$ cat src/rtl/crc16_frame_packer.sv
// Buffers one frame of 16-bit words, replays it gap-free to an external CRC16 engine,
// then emits length word, payload and captured CRC downstream.
module crc16_frame_packer #(
    parameter int unsigned MAX_WORDS = 16,
    parameter int unsigned LEN_W     = 8
) (
    input  logic        clk_in,
    input  logic        rst,
    input  logic [15:0] in_data,
    input  logic        in_valid,
    input  logic        in_last,
    output logic        in_ready,
    output logic [15:0] crc_data_o,
    output logic        crc_valid_o,
    input  logic [15:0] crc_result_i,
    input  logic        crc_done_i,
    output logic [15:0] out_data,
    output logic        out_valid,
    output logic        out_last,
    input  logic        out_ready,
    output logic        err_overflow
);

    localparam int unsigned IdxW  = (MAX_WORDS > 1) ? $clog2(MAX_WORDS) : 1;
    localparam int unsigned Depth = 2 ** IdxW;
    localparam logic [LEN_W-1:0] MaxCnt = LEN_W'(MAX_WORDS);
    localparam logic [LEN_W-1:0] One    = LEN_W'(1);

    typedef enum logic [2:0] {StIdle, StLoad, StDrop, StCalc, StWait, StSend} state_e;

    state_e             state_q, state_d;
    logic [LEN_W-1:0]   wr_cnt_q, wr_cnt_d;
    logic [LEN_W-1:0]   rd_cnt_q, rd_cnt_d;
    logic [LEN_W-1:0]   n_q, n_d;
    logic [15:0]        crc_q, crc_d;
    logic               in_ready_q, in_ready_d;
    logic               crc_valid_q, crc_valid_d;
    logic [15:0]        crc_data_q, crc_data_d;
    logic               out_valid_q, out_valid_d;
    logic [15:0]        out_data_q, out_data_d;
    logic               out_last_q, out_last_d;
    logic               mem_we;
    logic               accept;
    logic [IdxW-1:0]    wr_idx, rd_idx;
    logic [15:0]        mem_q [Depth];

    assign accept = in_valid & in_ready_q;
    assign wr_idx = wr_cnt_q[IdxW-1:0];
    assign rd_idx = rd_cnt_q[IdxW-1:0];

    always_ff @(posedge clk_in) begin
        if (mem_we) begin
            mem_q[wr_idx] <= in_data;
        end
    end

    always_comb begin
        state_d      = state_q;
        wr_cnt_d     = wr_cnt_q;
        rd_cnt_d     = rd_cnt_q;
        n_d          = n_q;
        crc_d        = crc_q;
        crc_valid_d  = 1'b0;
        crc_data_d   = 16'h0000;
        out_valid_d  = out_valid_q;
        out_data_d   = out_data_q;
        out_last_d   = out_last_q;
        mem_we       = 1'b0;
        err_overflow = 1'b0;

        unique case (state_q)
            StIdle, StLoad: begin
                if (accept) begin
                    if (wr_cnt_q == MaxCnt) begin
                        wr_cnt_d = '0;
                        if (in_last) begin
                            err_overflow = 1'b1;
                            state_d      = StIdle;
                        end else begin
                            state_d = StDrop;
                        end
                    end else begin
                        mem_we   = 1'b1;
                        wr_cnt_d = wr_cnt_q + One;
                        state_d  = StLoad;
                        if (in_last) begin
                            // First replay word is launched here; bypass the buffer for 1-word frames
                            n_d         = wr_cnt_q + One;
                            wr_cnt_d    = '0;
                            rd_cnt_d    = One;
                            crc_valid_d = 1'b1;
                            crc_data_d  = (wr_cnt_q == '0) ? in_data : mem_q[0];
                            state_d     = StCalc;
                        end
                    end
                end
            end
            StDrop: begin
                if (accept && in_last) begin
                    err_overflow = 1'b1;
                    state_d      = StIdle;
                end
            end
            StCalc: begin
                if (rd_cnt_q < n_q) begin
                    crc_valid_d = 1'b1;
                    crc_data_d  = mem_q[rd_idx];
                    rd_cnt_d    = rd_cnt_q + One;
                end else begin
                    rd_cnt_d = '0;
                    state_d  = StWait;
                end
            end
            StWait: begin
                if (crc_done_i) begin
                    crc_d       = crc_result_i;
                    out_valid_d = 1'b1;
                    out_data_d  = 16'(n_q);
                    out_last_d  = 1'b0;
                    state_d     = StSend;
                end
            end
            StSend: begin
                if (out_valid_q && out_ready) begin
                    if (out_last_q) begin
                        out_valid_d = 1'b0;
                        out_data_d  = 16'h0000;
                        out_last_d  = 1'b0;
                        rd_cnt_d    = '0;
                        state_d     = StIdle;
                    end else if (rd_cnt_q < n_q) begin
                        out_data_d = mem_q[rd_idx];
                        rd_cnt_d   = rd_cnt_q + One;
                    end else begin
                        out_data_d = crc_q;
                        out_last_d = 1'b1;
                    end
                end
            end
            default: state_d = StIdle;
        endcase

        in_ready_d = (state_d == StIdle) || (state_d == StLoad) || (state_d == StDrop);
    end

    always_ff @(posedge clk_in or posedge rst) begin
        if (rst) begin
            state_q     <= StIdle;
            wr_cnt_q    <= '0;
            rd_cnt_q    <= '0;
            n_q         <= '0;
            crc_q       <= 16'h0000;
            in_ready_q  <= 1'b0;
            crc_valid_q <= 1'b0;
            crc_data_q  <= 16'h0000;
            out_valid_q <= 1'b0;
            out_data_q  <= 16'h0000;
            out_last_q  <= 1'b0;
        end else begin
            state_q     <= state_d;
            wr_cnt_q    <= wr_cnt_d;
            rd_cnt_q    <= rd_cnt_d;
            n_q         <= n_d;
            crc_q       <= crc_d;
            in_ready_q  <= in_ready_d;
            crc_valid_q <= crc_valid_d;
            crc_data_q  <= crc_data_d;
            out_valid_q <= out_valid_d;
            out_data_q  <= out_data_d;
            out_last_q  <= out_last_d;
        end
    end

    assign in_ready    = in_ready_q;
    assign crc_valid_o = crc_valid_q;
    assign crc_data_o  = crc_data_q;
    assign out_valid   = out_valid_q;
    assign out_data    = out_data_q;
    assign out_last    = out_last_q;

endmodule

$ cat config.mk
export PLATFORM = sky130hd
export DESIGN_NAME = crc16_frame_packer
export DESIGN_NICKNAME = d
export VERILOG_FILES = /design/src/rtl/crc16_frame_packer.sv
export SDC_FILE = /design/constraint.sdc
export NUM_CORES = 1
export LEC_CHECK = 0
export BUFFER_PORTS_ARGS = -buffer_cell sky130_fd_sc_hd__buf_2
export CORE_ASPECT_RATIO = 0.75
export CORE_MARGIN = 2
export CORE_UTILIZATION = 43
export CTS_CLUSTER_DIAMETER = 200
export DETAILED_ROUTE_END_ITERATION = 8
export GPL_TIMING_DRIVEN = 1
export HOLD_SLACK_MARGIN = 0.06
export PLACE_DENSITY_LB_ADDON = 0.08
export SYNTH_ARGS = -nofsm -noshare
export SYNTH_HDL_FRONTEND = slang
export SYNTH_SLANG_ARGS = --single-unit
$ cat constraint.sdc
create_clock -name clk_in -period 4.7 [get_ports clk_in]
set_input_delay 0.94 -clock clk_in [delete_from_list [all_inputs] [get_ports clk_in]]
set_output_delay 0.94 -clock clk_in [all_outputs]
set_load 0.02 [all_outputs]
# Word-level counts from Yosys, hierarchy flattened
# Memory sizes are Yosys's and may differ from the RTL's.
# Index checks and enable logic that the tools add are counted.
# totals
ff_bits	79
ramBits	256
in_bits	38
out_inout_bits	37
word_cells	102
n_memories	1
# classes
add_sub_neg	2
magnitude_cmp	1
n_eq_ne	15
mux	54
bitwise	2
reduce_logical	16
# mem_list
memory	depth	width	rd	rd_clocked_by_memory_dff	write_ports	line	text
mem_q	16	16	2	0	1	45	logic [15:0] mem_q [Depth];
# op_table
operator	count
2-to-1 mux 16 bit	9
2-to-1 mux 8 bit	9
case mux 16 bit (2 select lines)	2
case mux 8 bit (3 select lines)	1
2-to-1 mux 3 bit	7
2-to-1 mux 1 bit	19
adder 8 x 1 -> 8 bit, second input constant	2
case mux 3 bit (5 select lines)	1
!= test 2 bit, second input constant	6
== test 3 x 2 -> 1 bit, second input constant	3
== test 8 x 5 -> 1 bit, second input constant	1
zero test 8 bit	1
< comparator 8 bit	1
case mux 1 bit (2 select lines)	4
AND reduction 4 bit	2
== test 3 x 1 -> 1 bit, second input constant	2
== test 3 bit, second input constant	2
zero test 3 bit	2
AND reduction 6 bit	1
2-to-1 mux 2 bit	2
AND reduction 2 bit	2
!= test 3 bit, second input constant	1
AND reduction 3 bit	1
nonzero test 3 bit	1
other kinds (6)	8

# Depth between registers and ports, before layout
# logic_depth
word_depth	7
ltp_mapped	10
depth_no_buf	9

# Least setup slack after synthesis
# OpenSTA, ideal clock, no wires.
# synth_timing
path_type	register to output
start	register wr_cnt_q[0]
end	output port err_overflow
t_arrival_ns	1.876
t_required_ns	3.760
path_slack_ns	1.884
stages_incl_launch_ff	9
path_buffers	0
path_cell_list	dfrtp_1 > inv_1 > ha_1 > nor4b_2 > nand3_1 > inv_1 > ha_1 > mux2i_1 > nor3_1
# synth_between
elab_chain_cells	4
# synth_lines
element	line	text
start: declaration	32	logic [LEN_W-1:0] wr_cnt_q, wr_cnt_d;
start signal: assignment	161	wr_cnt_q <= wr_cnt_d;
== test 8 x 5 -> 1 bit	74	if (wr_cnt_q == MaxCnt) begin
2-to-1 mux 1 bit	74	
2-to-1 mux 1 bit	73	if (accept) begin
case mux 1 bit (2 select lines)	71	unique case (state_q)
end: declaration	21	output logic err_overflow
# No other way between the ends.

# Final worst setup path
# Same ends and word-level chain as after synthesis.

==> flow_summary.ini <==
[global_routing]
grt-ovfl-total = 0
gr-usage-all-layers_pct = 22.3
antenna_found_initial = 2
grt_pass1_vias = 7788
grt_max_degree = 68
grt_pass1_wl_um = 52800

[clock_network]
cts_sinks = 335
tritoncts = built
h-tree-depth = 2
cts_root_buf = clkbuf_16
ctsResizeCount = 0
numCtsBuffers = 34
clk_pin_slew_ns = 0.06
cts.path.max_buffers = 3
cts-hold-fix-buffers = 0
clock_latency_ns = 0.52
postCtsSetupRepairBufs = 0

[drt]
drt_iter0_drc = 779
antenna_left = 0
wl_per_cell_um = 27.7
vias = 7490
firstDrtPassIters = 5
routed_via_density = 5.85
drc = 0
wirelength_um = 35400

[final_layout]
area_delta_synth_final_pct = 14.6
diodes = 0
drive_gt1_share_pct = 28.5
utilization_pct = 50.1
finalNetCount = 902

[placed_design]
portBuffers = 74
place_hpwl_um = 23300
gp_congestion = 0.825

[pwr]
p_leak_nw = 5.65
clkPwrFrac_pct = 31.2
peakVddDrop_v = 0.000254
netSwitchingFraction_pct = 30.9
power_density_nw_per_um2 = 589
internal_power_mw = 6.38
p_seq_share_pct = 42.1
power_frac_comb_pct = 26.7
p_sw_mw = 2.85

[logic_synthesis]
yosysTopAreaCell = edfxtp_1
ys_types = 51
synth_nets = 818
synth_edf_count = 256
synth_top_area_share_pct = 56.2
synthArstFlopShare_pct = 23.6
synthTopCellsByCount = 256 x edfxtp_1, 80 x mux4_2, 79 x dfrtp_1
yosysWarnings = 0
synthesis.area_um2 = 13700
synth.avg_cell_area_um2 = 17.9
yosysMostFrequentCell = edfxtp_1
synthCells = 766
synth_seq_area_share_pct = 70.6
netlist_top_cells_area = edfxtp_1 56%, dfrtp_1 14%, mux4_2 13%
synth_top_flop_cell = edfxtp_1
synth_seq_cells = 335

[sta]
drv_slew = 0
setup_tns_ns = 0
hold_viol = 0
worstMarginPinSlew_ns = 1.18
period_minus_slack_ns = 3.50
fin_worst_skew_ns = 0.0143
rsz0062_at_grt = no
min_period_over_period_pct = 74.5
setup_viol = 0
max_slew_margin_pct = 21.3
fmax_mhz = 286

[floorplanning]
die_h_um = 159
ioPinCount = 75
die_w_um = 210
initial_utilization_pct = 43.7
dieArea_um2 = 33300
fp-row-count = 56
core_um2 = 31300

[min_path]
worstHoldPathType = register to register
hold_start = crc_q[11]$_DFFE_PP0P_

[critical_path]
cp_cell_sequence = inv_1 > ha_1 > nor4b_2 > nand3_1 > inv_1 > ha_1 > mux2i_1 > nor3_1 > buf_2
critical_path.startpoint = wr_cnt_q[0]$_DFFE_PP0P_
required_ns = 3.76
crit_slowest_cell = dfrtp_1
path_class = register to output port
worst-path-max-fanout = 8
critPathLaunchType = register
critPathArrivalTime_ns = 2.56
r2r_slack_ns = 1.61
r2r-start = rd_cnt_q[0]$_DFFE_PP0P_
endpoint_kind = output port
slowest_delay_ns = 0.47

[status]
status = completed

[job]
drv_cap = 0
==> metal layers <==
metal / track usage (%) / vias to the layer above / part of all wire [%]
met5: 0 / - / 0
met4: 6.11 / 0 / 2.1
met3: 4.65 / 49 / 7.6
met2: 32.2 / 317 / 43
met1: 34.4 / 3915 / 47
li1: - / 3209 / -
==> cell families (layout without fill, tap and decap cells) <==
logic type | count (synthesis) | after routing | synth area share, %
muxes | 113 | 113 | 15.7
buffers and inverters | 58 | 167 | 1.94
adders and majority gates | 14 | 14 | 1.28
AOI/OAI and AO/OA | 105 | 105 | 5.09
xor gates and xnor gates | 4 | 4 | 0.256
DFF | 335 | 335 | 70.6
and+or+nand+nor | 137 | 137 | 5.11
==> path summary, 6_finish.rpt <==
kind / end / cells past startpoint
worst min-delay path: out_data[11]$_DFFE_PP0P_ / 1
worst max-delay path: err_overflow / 9
worst min register to register: out_data[11]$_DFFE_PP0P_ / 1
max in group asynchronous: crc_data_o[1]$_DFF_PP0_ / 3
min in group asynchronous: out_last$_DFFE_PP0P_ / 2
worst max register to register: out_data[5]$_DFFE_PP0P_ / 4
==> layout by cell type (no fill, tap or decap), types with 2 or more instances in the layout <==
cell type and count:
and2_1 11, nor3_1 3, a21oi_1 20, nand2b_1 10
xnor2_1 3, o21ai_0 17, buf_2 74, and3_1 7
clkinv_2 4, a221o_1 16, clkbuf_8 4, clkbuf_16 35
a31oi_1 4, mux2_2 16, nand2_1 46, o21ai_1 27
mux4_2 80, mux2i_1 17, ha_1 14, clkbuf_1 7
o22ai_1 3, buf_4 13, nor2_1 19, bufinv_16 6
clkinv_1 3, a21o_1 2, nor2_2 5, nand3_1 8
edfxtp_1 256, nand4_1 3, nor3b_1 2, dfrtp_1 77
nor2b_1 14, inv_1 18, o31ai_1 4
==> final cells by class <==
type,instances,area [um2]
sequential,335,9670
timing repair buffer,87,468
multi-input combinational,373,3770
fill,2592,15600
tap,406,508
clock inverter,15,231
inverter,19,72.6
clock buffer,46,957
==> through the flow <==
| stage | hold WS, ns | instance area [um2] | setup WS, ns | power (mW) | std cells |
|---|---|---|---|---|---|
| after CTS | 0.506 | 15700 | 1.18 | 9.31 | 1281 |
| after global placement | 0.503 | 14500 | 1.51 | 6.40 | 1220 |
| after detailed placement | 0.497 | 14500 | 1.46 | 6.42 | 1220 |
| after global routing | 0.534 | 15700 | 1.04 | 9.65 | 1281 |
| final | 0.505 | 15700 | 1.20 | 9.23 | 1281 |
| after floorplan | 0.476 | 13700 | 1.74 | 5.55 | 766 |
==> state kept, by name (all words and copies together), names as in the netlist, 3 cells and up <==
| register | count |
|---|---|
| wr_cnt_q | 8 |
| rd_cnt_q | 8 |
| out_data | 16 |
| n_q | 8 |
| crc_data_o | 16 |
| mem_q | 256 |
| crc_q | 16 |
| state_q | 3 |
==> worst max-delay path, delay by kind of cell (launching register included) <==
| family | cells | cell delay [ns] |
|---|---|---|
| muxes | 1 | 0.06 |
| buffers and inverters | 3 | 0.44 |
| adders and majority gates | 2 | 0.42 |
| DFF | 1 | 0.47 |
| and+or+nand+nor | 3 | 0.64 |
==> power groups by stage <==
stage | Combinational [mW] | Sequential, mW | Clock, mW
2_1_floorplan | 1.69 | 3.86 | 0
3_3_place_gp | 2.46 | 3.94 | 0
3_5_place_dp | 2.47 | 3.95 | 0
4_1_cts | 2.49 | 3.89 | 2.93
5_1_grt | 2.66 | 3.94 | 3.05
6_report | 2.47 | 3.89 | 2.88
Note: power is estimated with default switching activity, not from simulation.
